### src/rtl/sc_statemachine_pointtype_if.sv
// sc_statemachine_pointtype_if: button inputs, register feedback and control pulses of the point-type FSM.
interface sc_statemachine_pointtype_if #(parameter int DATAWIDTH = 8);
    logic                 SC_STATEMACHINEPOINTTYPE_left_InLow;
    logic                 SC_STATEMACHINEPOINTTYPE_right_InLow;
    logic                 SC_STATEMACHINEPOINTTYPE_load_InLow;
    logic                 SC_STATEMACHINEPOINTTYPE_clear_InLow;
    logic [DATAWIDTH-1:0] SC_STATEMACHINEPOINTTYPE_pointtype_InBUS;
    logic                 SC_STATEMACHINEPOINTTYPE_clear_OutLow;
    logic                 SC_STATEMACHINEPOINTTYPE_load_OutLow;
    logic [1:0]           SC_STATEMACHINEPOINTTYPE_shiftselection_Out;
    logic [2:0]           SC_STATEMACHINEPOINTTYPE_state_Out;
    modport master (
        output SC_STATEMACHINEPOINTTYPE_left_InLow, SC_STATEMACHINEPOINTTYPE_right_InLow,
               SC_STATEMACHINEPOINTTYPE_load_InLow, SC_STATEMACHINEPOINTTYPE_clear_InLow,
               SC_STATEMACHINEPOINTTYPE_pointtype_InBUS,
        input  SC_STATEMACHINEPOINTTYPE_clear_OutLow, SC_STATEMACHINEPOINTTYPE_load_OutLow,
               SC_STATEMACHINEPOINTTYPE_shiftselection_Out, SC_STATEMACHINEPOINTTYPE_state_Out
    );
    modport slave (
        input  SC_STATEMACHINEPOINTTYPE_left_InLow, SC_STATEMACHINEPOINTTYPE_right_InLow,
               SC_STATEMACHINEPOINTTYPE_load_InLow, SC_STATEMACHINEPOINTTYPE_clear_InLow,
               SC_STATEMACHINEPOINTTYPE_pointtype_InBUS,
        output SC_STATEMACHINEPOINTTYPE_clear_OutLow, SC_STATEMACHINEPOINTTYPE_load_OutLow,
               SC_STATEMACHINEPOINTTYPE_shiftselection_Out, SC_STATEMACHINEPOINTTYPE_state_Out
    );
endinterface

### src/rtl/sc_statemachine_pointtype.sv
// sc_statemachine_pointtype: turns raw push-buttons into one-cycle clear/load/shift pulses for the point-type register.
module sc_statemachine_pointtype #(
    parameter int DATAWIDTH    = 8,
    parameter int REPEAT_TICKS = 25000000,
    parameter bit WRAP_EN      = 1'b1
) (
    input logic SC_STATEMACHINEPOINTTYPE_CLOCK_50,
    input logic SC_STATEMACHINEPOINTTYPE_RESET_InLow,
    sc_statemachine_pointtype_if.slave bus
);
    localparam int CW = (REPEAT_TICKS > 1) ? $clog2(REPEAT_TICKS) : 1;
    typedef enum logic [2:0] {
        RESET_0 = 3'd0, CLEAR_0 = 3'd1, IDLE_0 = 3'd2, LEFT_0 = 3'd3,
        RIGHT_0 = 3'd4, LOAD_0 = 3'd5, HOLD_0 = 3'd6
    } state_t;
    typedef enum logic [1:0] {HELD_NONE, HELD_LEFT, HELD_RIGHT} held_t;
    state_t stateReg, stateNext;
    held_t heldReg, heldNext;
    logic [CW-1:0] cntReg, cntNext;
    logic [3:0] rawBtn, sync1, sync2, sync2d, press;
    logic allowLeft, allowRight;
    // Button order in the vectors: {clear, load, right, left}
    assign rawBtn = {bus.SC_STATEMACHINEPOINTTYPE_clear_InLow, bus.SC_STATEMACHINEPOINTTYPE_load_InLow,
                     bus.SC_STATEMACHINEPOINTTYPE_right_InLow, bus.SC_STATEMACHINEPOINTTYPE_left_InLow};
    assign press = ~sync2 & sync2d;
    assign allowLeft = WRAP_EN || !bus.SC_STATEMACHINEPOINTTYPE_pointtype_InBUS[DATAWIDTH-1];
    assign allowRight = WRAP_EN || !bus.SC_STATEMACHINEPOINTTYPE_pointtype_InBUS[0];
    always_ff @(posedge SC_STATEMACHINEPOINTTYPE_CLOCK_50 or negedge SC_STATEMACHINEPOINTTYPE_RESET_InLow) begin
        if (!SC_STATEMACHINEPOINTTYPE_RESET_InLow) begin
            stateReg <= RESET_0;
            heldReg <= HELD_NONE;
            cntReg <= '0;
            sync1 <= '1;
            sync2 <= '1;
            sync2d <= '1;
        end else begin
            stateReg <= stateNext;
            heldReg <= heldNext;
            cntReg <= cntNext;
            sync1 <= rawBtn;
            sync2 <= sync1;
            sync2d <= sync2;
        end
    end
    always_comb begin
        stateNext = stateReg;
        heldNext = heldReg;
        cntNext = '0;
        case (stateReg)
            RESET_0: stateNext = CLEAR_0;
            CLEAR_0, LOAD_0: begin
                stateNext = HOLD_0;
                heldNext = HELD_NONE;
            end
            LEFT_0: begin
                stateNext = HOLD_0;
                heldNext = HELD_LEFT;
            end
            RIGHT_0: begin
                stateNext = HOLD_0;
                heldNext = HELD_RIGHT;
            end
            IDLE_0: begin
                heldNext = HELD_NONE;
                if (press[3]) stateNext = CLEAR_0;
                else if (press[2]) stateNext = LOAD_0;
                else if (&press[1:0]) stateNext = HOLD_0;
                else if (press[0]) stateNext = allowLeft ? LEFT_0 : HOLD_0;
                else if (press[1]) stateNext = allowRight ? RIGHT_0 : HOLD_0;
            end
            HOLD_0: begin
                // Auto-repeat only while the direction that caused this hold is still down
                if (&sync2) stateNext = IDLE_0;
                else if ((heldReg == HELD_LEFT && !sync2[0]) || (heldReg == HELD_RIGHT && !sync2[1])) begin
                    if (cntReg == CW'(REPEAT_TICKS - 1)) begin
                        if (heldReg == HELD_LEFT ? allowLeft : allowRight)
                            stateNext = (heldReg == HELD_LEFT) ? LEFT_0 : RIGHT_0;
                    end else cntNext = cntReg + 1'b1;
                end else cntNext = cntReg;
            end
            default: stateNext = RESET_0;
        endcase
    end
    assign bus.SC_STATEMACHINEPOINTTYPE_clear_OutLow = stateReg != CLEAR_0;
    assign bus.SC_STATEMACHINEPOINTTYPE_load_OutLow = stateReg != LOAD_0;
    assign bus.SC_STATEMACHINEPOINTTYPE_shiftselection_Out = (stateReg == LEFT_0) ? 2'b01 : (stateReg == RIGHT_0) ? 2'b10 : 2'b00;
    assign bus.SC_STATEMACHINEPOINTTYPE_state_Out = stateReg;
endmodule
### src/flat_wrapper.sv
// flat-port wrapper written by rule: the top's interface ports become plain ports
module sc_statemachine_pointtype_flat 
#(
    parameter int DATAWIDTH    = 8,
    parameter int REPEAT_TICKS = 25000000,
    parameter bit WRAP_EN      = 1'b1
)
  (SC_STATEMACHINEPOINTTYPE_CLOCK_50, SC_STATEMACHINEPOINTTYPE_RESET_InLow, bus_SC_STATEMACHINEPOINTTYPE_left_InLow, bus_SC_STATEMACHINEPOINTTYPE_right_InLow, bus_SC_STATEMACHINEPOINTTYPE_load_InLow, bus_SC_STATEMACHINEPOINTTYPE_clear_InLow, bus_SC_STATEMACHINEPOINTTYPE_pointtype_InBUS, bus_SC_STATEMACHINEPOINTTYPE_clear_OutLow, bus_SC_STATEMACHINEPOINTTYPE_load_OutLow, bus_SC_STATEMACHINEPOINTTYPE_shiftselection_Out, bus_SC_STATEMACHINEPOINTTYPE_state_Out);
  sc_statemachine_pointtype_if #(.DATAWIDTH(DATAWIDTH)) bus_i ();
  input logic SC_STATEMACHINEPOINTTYPE_CLOCK_50;
  input logic SC_STATEMACHINEPOINTTYPE_RESET_InLow;
  input wire logic [$bits(bus_i.SC_STATEMACHINEPOINTTYPE_left_InLow)-1:0] bus_SC_STATEMACHINEPOINTTYPE_left_InLow;
  input wire logic [$bits(bus_i.SC_STATEMACHINEPOINTTYPE_right_InLow)-1:0] bus_SC_STATEMACHINEPOINTTYPE_right_InLow;
  input wire logic [$bits(bus_i.SC_STATEMACHINEPOINTTYPE_load_InLow)-1:0] bus_SC_STATEMACHINEPOINTTYPE_load_InLow;
  input wire logic [$bits(bus_i.SC_STATEMACHINEPOINTTYPE_clear_InLow)-1:0] bus_SC_STATEMACHINEPOINTTYPE_clear_InLow;
  input wire logic [$bits(bus_i.SC_STATEMACHINEPOINTTYPE_pointtype_InBUS)-1:0] bus_SC_STATEMACHINEPOINTTYPE_pointtype_InBUS;
  output wire logic [$bits(bus_i.SC_STATEMACHINEPOINTTYPE_clear_OutLow)-1:0] bus_SC_STATEMACHINEPOINTTYPE_clear_OutLow;
  output wire logic [$bits(bus_i.SC_STATEMACHINEPOINTTYPE_load_OutLow)-1:0] bus_SC_STATEMACHINEPOINTTYPE_load_OutLow;
  output wire logic [$bits(bus_i.SC_STATEMACHINEPOINTTYPE_shiftselection_Out)-1:0] bus_SC_STATEMACHINEPOINTTYPE_shiftselection_Out;
  output wire logic [$bits(bus_i.SC_STATEMACHINEPOINTTYPE_state_Out)-1:0] bus_SC_STATEMACHINEPOINTTYPE_state_Out;
  assign bus_i.SC_STATEMACHINEPOINTTYPE_left_InLow = bus_SC_STATEMACHINEPOINTTYPE_left_InLow;
  assign bus_i.SC_STATEMACHINEPOINTTYPE_right_InLow = bus_SC_STATEMACHINEPOINTTYPE_right_InLow;
  assign bus_i.SC_STATEMACHINEPOINTTYPE_load_InLow = bus_SC_STATEMACHINEPOINTTYPE_load_InLow;
  assign bus_i.SC_STATEMACHINEPOINTTYPE_clear_InLow = bus_SC_STATEMACHINEPOINTTYPE_clear_InLow;
  assign bus_i.SC_STATEMACHINEPOINTTYPE_pointtype_InBUS = bus_SC_STATEMACHINEPOINTTYPE_pointtype_InBUS;
  assign bus_SC_STATEMACHINEPOINTTYPE_clear_OutLow = bus_i.SC_STATEMACHINEPOINTTYPE_clear_OutLow;
  assign bus_SC_STATEMACHINEPOINTTYPE_load_OutLow = bus_i.SC_STATEMACHINEPOINTTYPE_load_OutLow;
  assign bus_SC_STATEMACHINEPOINTTYPE_shiftselection_Out = bus_i.SC_STATEMACHINEPOINTTYPE_shiftselection_Out;
  assign bus_SC_STATEMACHINEPOINTTYPE_state_Out = bus_i.SC_STATEMACHINEPOINTTYPE_state_Out;
  sc_statemachine_pointtype #(.DATAWIDTH(DATAWIDTH), .REPEAT_TICKS(REPEAT_TICKS), .WRAP_EN(WRAP_EN)) u_core (.SC_STATEMACHINEPOINTTYPE_CLOCK_50(SC_STATEMACHINEPOINTTYPE_CLOCK_50), .SC_STATEMACHINEPOINTTYPE_RESET_InLow(SC_STATEMACHINEPOINTTYPE_RESET_InLow), .bus(bus_i));
endmodule
### config.mk
export PLATFORM = sky130hd
export DESIGN_NAME = sc_statemachine_pointtype_flat
export DESIGN_NICKNAME = d
export VERILOG_FILES = /design/src/rtl/sc_statemachine_pointtype_if.sv /design/src/rtl/sc_statemachine_pointtype.sv /design/src/flat_wrapper.sv
export SDC_FILE = /design/constraint.sdc
export NUM_CORES = 1
export LEC_CHECK = 0
export CAP_MARGIN = 20
export CORE_ASPECT_RATIO = 0.6
export CORE_MARGIN = 2
export CORE_UTILIZATION = 50
export CTS_CLUSTER_DIAMETER = 100
export CTS_CLUSTER_SIZE = 40
export DETAILED_ROUTE_END_ITERATION = 10
export HOLD_SLACK_MARGIN = 0.15
export PLACE_DENSITY = 0.7
export RECOVER_POWER = 50
export SLEW_MARGIN = 20
export SYNTH_ARGS = -nofsm -noshare
export SYNTH_HDL_FRONTEND = slang
export SYNTH_SLANG_ARGS = --single-unit
### constraint.sdc
create_clock -name SC_STATEMACHINEPOINTTYPE_CLOCK_50 -period 2 [get_ports SC_STATEMACHINEPOINTTYPE_CLOCK_50]
set_clock_uncertainty 0.05 [all_clocks]
set_input_delay 0.4 -clock SC_STATEMACHINEPOINTTYPE_CLOCK_50 [delete_from_list [all_inputs] [get_ports SC_STATEMACHINEPOINTTYPE_CLOCK_50]]
set_output_delay 0.4 -clock SC_STATEMACHINEPOINTTYPE_CLOCK_50 [all_outputs]
set_load 0.03 [all_outputs]
==> results of run 1 <==
synth_stat cells, drive strengths merged (5+ instances only):
cell and instances:
clkbuf 5, xor2 15, o21ai 11, dfstp 12, dfrtp 30, nor2 31, xnor2 5, nand2 15
a21oi 8, o2111ai 6, or3 5, nor2b 5, nand3 9
worst register-to-register path, delay by kind of cell (launching register included):
| family | cells | cell delay [ps] |
|---|---|---|
| AOI/OAI and AO/OA | 1 | 180 |
| DFF | 1 | 380 |
| buffers and inverters | 1 | 170 |
| and+or+nand+nor | 3 | 1160 |
kinds of logic (layout without fill, tap and decap cells):
kind of cell    after synthesis  after routing  share of synthesized area (%)
fa+ha+maj                     1              1                          0.615
flops                        42             42                           52.4
xor+xnor                     20             20                           8.62
simple gates                 91             91                           23.2
buf+inv                       8             48                           2.22
compound gates               38             38                           12.9
per-stage QoR:
step	total power, mW	cells	worst slack [ps]
6_report	2.05	287	-51.9
3_5_place_dp	1.50	278	-89.8
5_1_grt	2.14	287	-117
4_1_cts	2.06	287	-45.8
2_1_floorplan	1.26	200	-10.3
3_3_place_gp	1.48	278	-42.7
per-layer routing:
metal / track usage, % / wire, microns / share of wire [%] / up-vias
met1: 30.9 / 2200 / 50 / 816
met5: 0 / 0 / 0 / -
met3: 4.68 / 242 / 5.5 / 5
met4: 7.55 / 43 / 0.98 / 0
li1: - / - / - / 796
met2: 31.5 / 1900 / 43 / 45
final cells by class:
class / count / area share, %
Multi-Input combinational cell: 150 / 38.0
Sequential cell: 42 / 42.8
Inverter: 1 / 0.151
Timing Repair Buffer: 39 / 12.9
Clock inverter: 2 / 0.452
Clock buffer: 6 / 3.32
Tap cell: 47 / 2.36
how the worst max path moves through the flow:
stage,from,endpoint,slack (ps),depth (start not counted)
2_1_floorplan,u_core.cntReg[9],u_core.bus.SC_STATEMACHINEPOINTTYPE_state_Out[1],-10,5
3_3_place_gp,u_core.cntReg[9],u_core.bus.SC_STATEMACHINEPOINTTYPE_state_Out[1],-40,5
5_1_grt,u_core.cntReg[9],u_core.bus.SC_STATEMACHINEPOINTTYPE_state_Out[1],-120,5
3_5_place_dp,u_core.cntReg[9],u_core.bus.SC_STATEMACHINEPOINTTYPE_state_Out[1],-90,5
4_1_cts,u_core.cntReg[9],u_core.bus.SC_STATEMACHINEPOINTTYPE_state_Out[1],-50,5
6_report,u_core.cntReg[9],u_core.bus.SC_STATEMACHINEPOINTTYPE_state_Out[1],-50,5
sequential cells by signal, indices dropped and copies added, names as in the netlist:
name	cells
u_core.bus.SC_STATEMACHINEPOINTTYPE_state_Out	3
u_core.cntReg	25
u_core.heldReg	2
u_core.sync1	4
u_core.sync2	4
u_core.sync2d	4
power groups by stage:
stage / clock network (mW) / logic, mW / registers [mW]
after detailed placement: 0 / 0.530 / 0.972
after floorplan: 0 / 0.278 / 0.985
final: 0.571 / 0.523 / 0.954
after global routing: 0.605 / 0.578 / 0.961
after CTS: 0.580 / 0.525 / 0.956
after global placement: 0 / 0.513 / 0.967
what timing repair did:
| action | in CTS | in global routing |
|---|---|---|
| gates cloned | 0 | 0 |
| setup endpoints to repair | 28 | 24 |
| hold endpoints to repair | 13 | 0 |
| resized for setup | 5 | 3 |
| hold buffers | 1 | 0 |
==> run_results.csv, run 1 <==
group,metric,value,unit
status,status,"finished, violations left",
status,violations,"negative setup slack",
global_route,grt_pass1_wl,7430,microns
placed_design,portBuffers,12,
worst_hold_path,min_from,"u_core.sync1[1]",
synthesis,ys_types,38,
floorplan,std_cell_rows,17,
pwr,switching_share,32.0,%
floorplan,die_y,53.4,microns
clock_tree,cts_made_buffers,5,
detailed_routing,via_count,1662,
timing,finalSetupTns,-170,ps
setup_path,crit_arrival,2180,ps
setup_path,worstSetupEndpointType,"flip-flop",
pwr,switching_power,656,uW
synthesis,synth_edf_count,0,
timing,fin_ws,-51.9,ps
setup_path,rr_startpoint,"u_core.cntReg[9]",
synthesis,synth-seq-cells,42,
pwr,vdd_ir_drop_max,0.000483,V
floorplan,dieArea,4610,sq um
global_route,grt_remaining_overflow,0,
layout,layout_commonest_cell,"nor2_1",
setup_path,slowest_stage,"or4b_4",
synthesis,ys_warn_count,0,
detailed_routing,wl_per_cell,15.3,microns
setup_path,path_cells,"or4b_4 > or4_4 > o21ai_4 > buf_12 > nand3_1",
clock_tree,root_buffer,"clkbuf_8",
layout,multi_input_area,947,sq um
synthesis,synth_nets,215,
detailed_routing,postRouteAntennaNets,0,
timing,clock.fmax,0.487,GHz
layout,fin_util,65.8,%
setup_path,rr_worst_depth,5,
pwr,intPower,1.39,mW
setup_path,cp-start-kind,"flip-flop",
layout,final_nets,254,
setup_path,cp_data_required_time,2120,ps
clock_tree,clock_path_buffers,2,
setup_path,crit_type,"flip-flop to flip-flop",
timing,whs,316,ps
detailed_routing,routed_wirelength,4390,microns
timing,timing.final.crit_share,103,%
layout,antenna_cells,0,
placed_design,globalplace.congestion,0.974,
global_route,grt_max_degree,25,
floorplan,initial_core_util,53.7,%
layout,nFillCells,300,
placed_design,dp_hpwl,3270,microns
clock_tree,cts_setup_buffers,0,
synthesis,syn_area,2030,sq um
clock_tree,clkSinkCount,42,
detailed_routing,drc,0,
synthesis,ys_top_cells_by_area,"dfrtp_1 37%, dfstp_2 16%, xor2_1 6.5%, nor2_1 5.7%, nand2_1 2.8%",
layout,areaGrowthSynthToFinish,22.5,%
setup_path,path_buf_inv,1,
setup_path,max_stage_delay,560,ps
pwr,p_leak,1.06,nW
layout,drive_gt1_share,21.3,%
worst_hold_path,min_path_cells,0,
timing,finalHoldViolations,0,
detailed_routing,avgViaCountPerCell,5.79,
placed_design,placed_area,2390,sq um
timing,tightestPinTransition,960,ps
layout,stdcell_area,2490,sq um
layout,regArea,1070,sq um
synthesis,synth_top_cell_area_share,36.9,%
synthesis,yosysSeqAreaShare,52.4,%
clock_tree,htree_num_levels,2,
clock_tree,path_clk_slew,80,ps
synthesis,yosys.area.top_type,"dfrtp_1",
timing,period_minus_slack,2050,ps
detailed_routing,dr.pass1.iters,4,
job,cap_viol_max_count,0,
worst_hold_path,worstHoldPathType,"flip-flop to flip-flop",
worst_hold_path,holdPathEnd,"u_core.sync2[1]",
synthesis,ys.flop_type,"dfrtp_1",
pwr,pwr-share-seq,46.6,%
layout,final_cell_mix,"31 x nor2_1, 30 x dfrtp_1, 24 x buf_4",
setup_path,critical_path.top_delay_family,"simple AND/OR/NAND/NOR gates",
clock_tree,clock_latency,300,ps
floorplan,core-area,3790,sq um
setup_path,r2r_end,"u_core.bus.SC_STATEMACHINEPOINTTYPE_state_Out[1]",
global_route,grt_util_all_layers,21.4,%
floorplan,die_w,86.3,microns
setup_path,worstPathMaxFanout,18,
timing,slew_headroom,36.0,%
timing,report.final.slew_viol_count,0,
global_route,grt_pass1_vias,1609,
pwr,power_frac_comb,25.5,%
clock_tree,cts_tree,"built",
detailed_routing,drt_iter0_markers,146,
global_route,antenna_found_initial,0,
pwr,power_density,823,nW/um^2
pwr,pwr-share-clk,27.9,%
floorplan,io_pins,21,
synthesis,synthCells,200,
setup_path,ff2ff_setup_slack,-50,ps
synthesis,syn_avg_cell_area,10.2,sq um
synthesis,async_reset_ff_share,100,%
timing,setup_viol,17,
timing,rsz0062_at_grt,"true",
Note: power is estimated with default switching activity, not from simulation.
==> run 2, diff against run 1 <==
Settings changed: CORE_ASPECT_RATIO 0.6 to default, CORE_UTILIZATION 50 to 40, PLACE_DENSITY 0.7 to 0.58, SLEW_MARGIN 20 to default.
==> run 2 against run 1 <==
The run still ends with negative setup slack left. Sequential cell count stayed put. Critical path type unchanged. Final area up 3.6%. Routed wire length rose by 2.4%. Die area increased by 23%. Power grew 2.1%. Utilization fell by 12 points. Sequential share of layout area down 1.4 points. Combinational power increased by 9.4%. Via count fell by 0.42%.
==> run_results.csv, run 2 (synthesized netlist as in run 1, its figures left out) <==
group,metric,value,unit
timing,slew_headroom,25.6,%
clock_tree,clkSinkCount,42,
detailed_routing,wl_per_cell,14.5,microns
placed_design,dp_hpwl,3220,microns
timing,finalHoldViolations,0,
timing,timing.final.crit_share,102,%
setup_path,path_cells,"or4b_4 > or4_4 > o21ai_4 > buf_6 > nand3_2",
clock_tree,clock_latency,290,ps
placed_design,portBuffers,12,
floorplan,std_cell_rows,25,
setup_path,crit_type,"flip-flop to flip-flop",
placed_design,placed_area,2430,sq um
setup_path,crit_arrival,2160,ps
layout,stdcell_area,2580,sq um
global_route,grt_pass1_wl,7890,microns
clock_tree,cts_setup_buffers,0,
setup_path,max_stage_delay,550,ps
placed_design,globalplace.congestion,0.861,
layout,drive_gt1_share,23.5,%
layout,largest-register,"u_core.cntReg",
worst_hold_path,worstHoldPathType,"flip-flop to flip-flop",
global_route,grt_pass1_vias,1628,
setup_path,rr_worst_depth,5,
layout,antenna_cells,0,
setup_path,slowest_stage,"or4b_4",
job,cap_viol_max_count,0,
timing,rsz0062_at_grt,"true",
setup_path,worstPathMaxFanout,6,
global_route,antenna_found_initial,0,
layout,areaGrowthSynthToFinish,26.9,%
worst_hold_path,min_path_cells,0,
worst_hold_path,min_from,"u_core.sync1[1]",
clock_tree,path_clk_slew,90,ps
global_route,grt_util_all_layers,18.5,%
layout,final_cell_mix,"29 x nor2_1, 29 x dfrtp_1, 25 x buf_4",
detailed_routing,dr.pass1.iters,4,
setup_path,cp_data_required_time,2120,ps
setup_path,ff2ff_setup_slack,-40,ps
clock_tree,clock_path_buffers,2,
worst_hold_path,holdPathEnd,"u_core.sync2[1]",
detailed_routing,postRouteAntennaNets,0,
floorplan,initial_core_util,42.2,%
timing,tightestPinTransition,1120,ps
detailed_routing,via_count,1655,
global_route,grt_max_degree,25,
detailed_routing,avgViaCountPerCell,5.34,
layout,final_nets,257,
placed_design,dp_worst_setup_slack,-67.8,ps
pwr,vdd_ir_drop_max,0.000560,V
detailed_routing,routed_wirelength,4490,microns
layout,largest_reg_flops,25,
detailed_routing,drc,0,
pwr,p_total,2.09,mW
setup_path,r2r_end,"u_core.bus.SC_STATEMACHINEPOINTTYPE_state_Out[1]",
pwr,power_density,811,nW/um^2
timing,clock.fmax,0.491,GHz
layout,fin_util,53.6,%
floorplan,die_y,75.3,microns
floorplan,core-area,4820,sq um
timing,fin_ws,-35.8,ps
setup_path,cp-start-kind,"flip-flop",
setup_path,worstSetupEndpointType,"flip-flop",
floorplan,die_w,75.3,microns
floorplan,dieArea,5670,sq um
timing,period_minus_slack,2040,ps
clock_tree,cts_made_buffers,5,
detailed_routing,drt_iter0_markers,126,
status,status,"finished, violations left",
setup_path,rr_startpoint,"u_core.cntReg[9]",
global_route,grt_remaining_overflow,0,
timing,report.final.slew_viol_count,0,
floorplan,io_pins,21,
timing,setup_viol,21,
clock_tree,htree_num_levels,2,
clock_tree,cts_tree,"built",
pwr,p_leak,1.11,nW
clock_tree,root_buffer,"clkbuf_8",
status,violations,"negative setup slack",
## run 2: cell count changes in the layout (fill, tap and decap cells not counted), sizes merged
cell	previous run	this run
dlymetal6s2s	0	1
clkinv	1	0
clkdlybuf4s50	2	1
buf	25	29
inv	2	4
clkbuf	9	7
## run 2: final cells by class
type	count	area, sq um
repair buffers	42	365
multi-input cells	150	965
fillers	447	2240
clock inverters	3	26.3
inverters	1	3.75
clock buffers	5	68.8
well taps	67	83.8
flip-flops and latches	42	1070
## run 2: metal layers
layer  track usage (%)  wire length (microns)
met2              30.2                   2200
met4              6.43                     80
met3              4.63                    161
met5                 0                      0
met1              24.1                   2050
## run 2: what timing repair did
item	4_1_cts	5_1_grt
hold endpoints to repair	18	0
hold buffers	1	0
gates cloned	1	0
gates resized for setup	10	7
pin swaps	0	4
endpoints found under the setup margin	28	26
## run 2: critical path, delay by kind of cell (launching register included)
family,cells,cell delay [ps]
buffers and inverters,1,170
flip-flops,1,380
AND/OR/NAND/NOR,3,1120
AO/OA/AOI/OAI,1,180
## run 2: power by group
group	internal [mW]	switching [mW]
registers	0.908	0.0372
clock network	0.259	0.315
logic	0.232	0.341
## run 2: worst max path at each step
stage                                                                  end              from  cells after the start  slack [ps]
after detailed placement  u_core.bus.SC_STATEMACHINEPOINTTYPE_state_Out[1]  u_core.cntReg[9]                      5         -70
final                     u_core.bus.SC_STATEMACHINEPOINTTYPE_state_Out[1]  u_core.cntReg[9]                      5         -40
after global placement    u_core.bus.SC_STATEMACHINEPOINTTYPE_state_Out[1]  u_core.cntReg[9]                      5         -50
after floorplan           u_core.bus.SC_STATEMACHINEPOINTTYPE_state_Out[1]  u_core.cntReg[9]                      5         -10
after CTS                                                u_core.cntReg[13]  u_core.cntReg[9]                      5         -20
after global routing                                     u_core.cntReg[24]  u_core.cntReg[9]                      5         -80
## run 2: per-stage QoR
stage	hold slack (ps)	setup TNS, ps	cells
after detailed placement	300	-664	300
final	317	-219	310
after global placement	296	-412	300
after CTS	313	-176	310
after global routing	325	-1430	310
after floorplan	54.4	-10.3	200
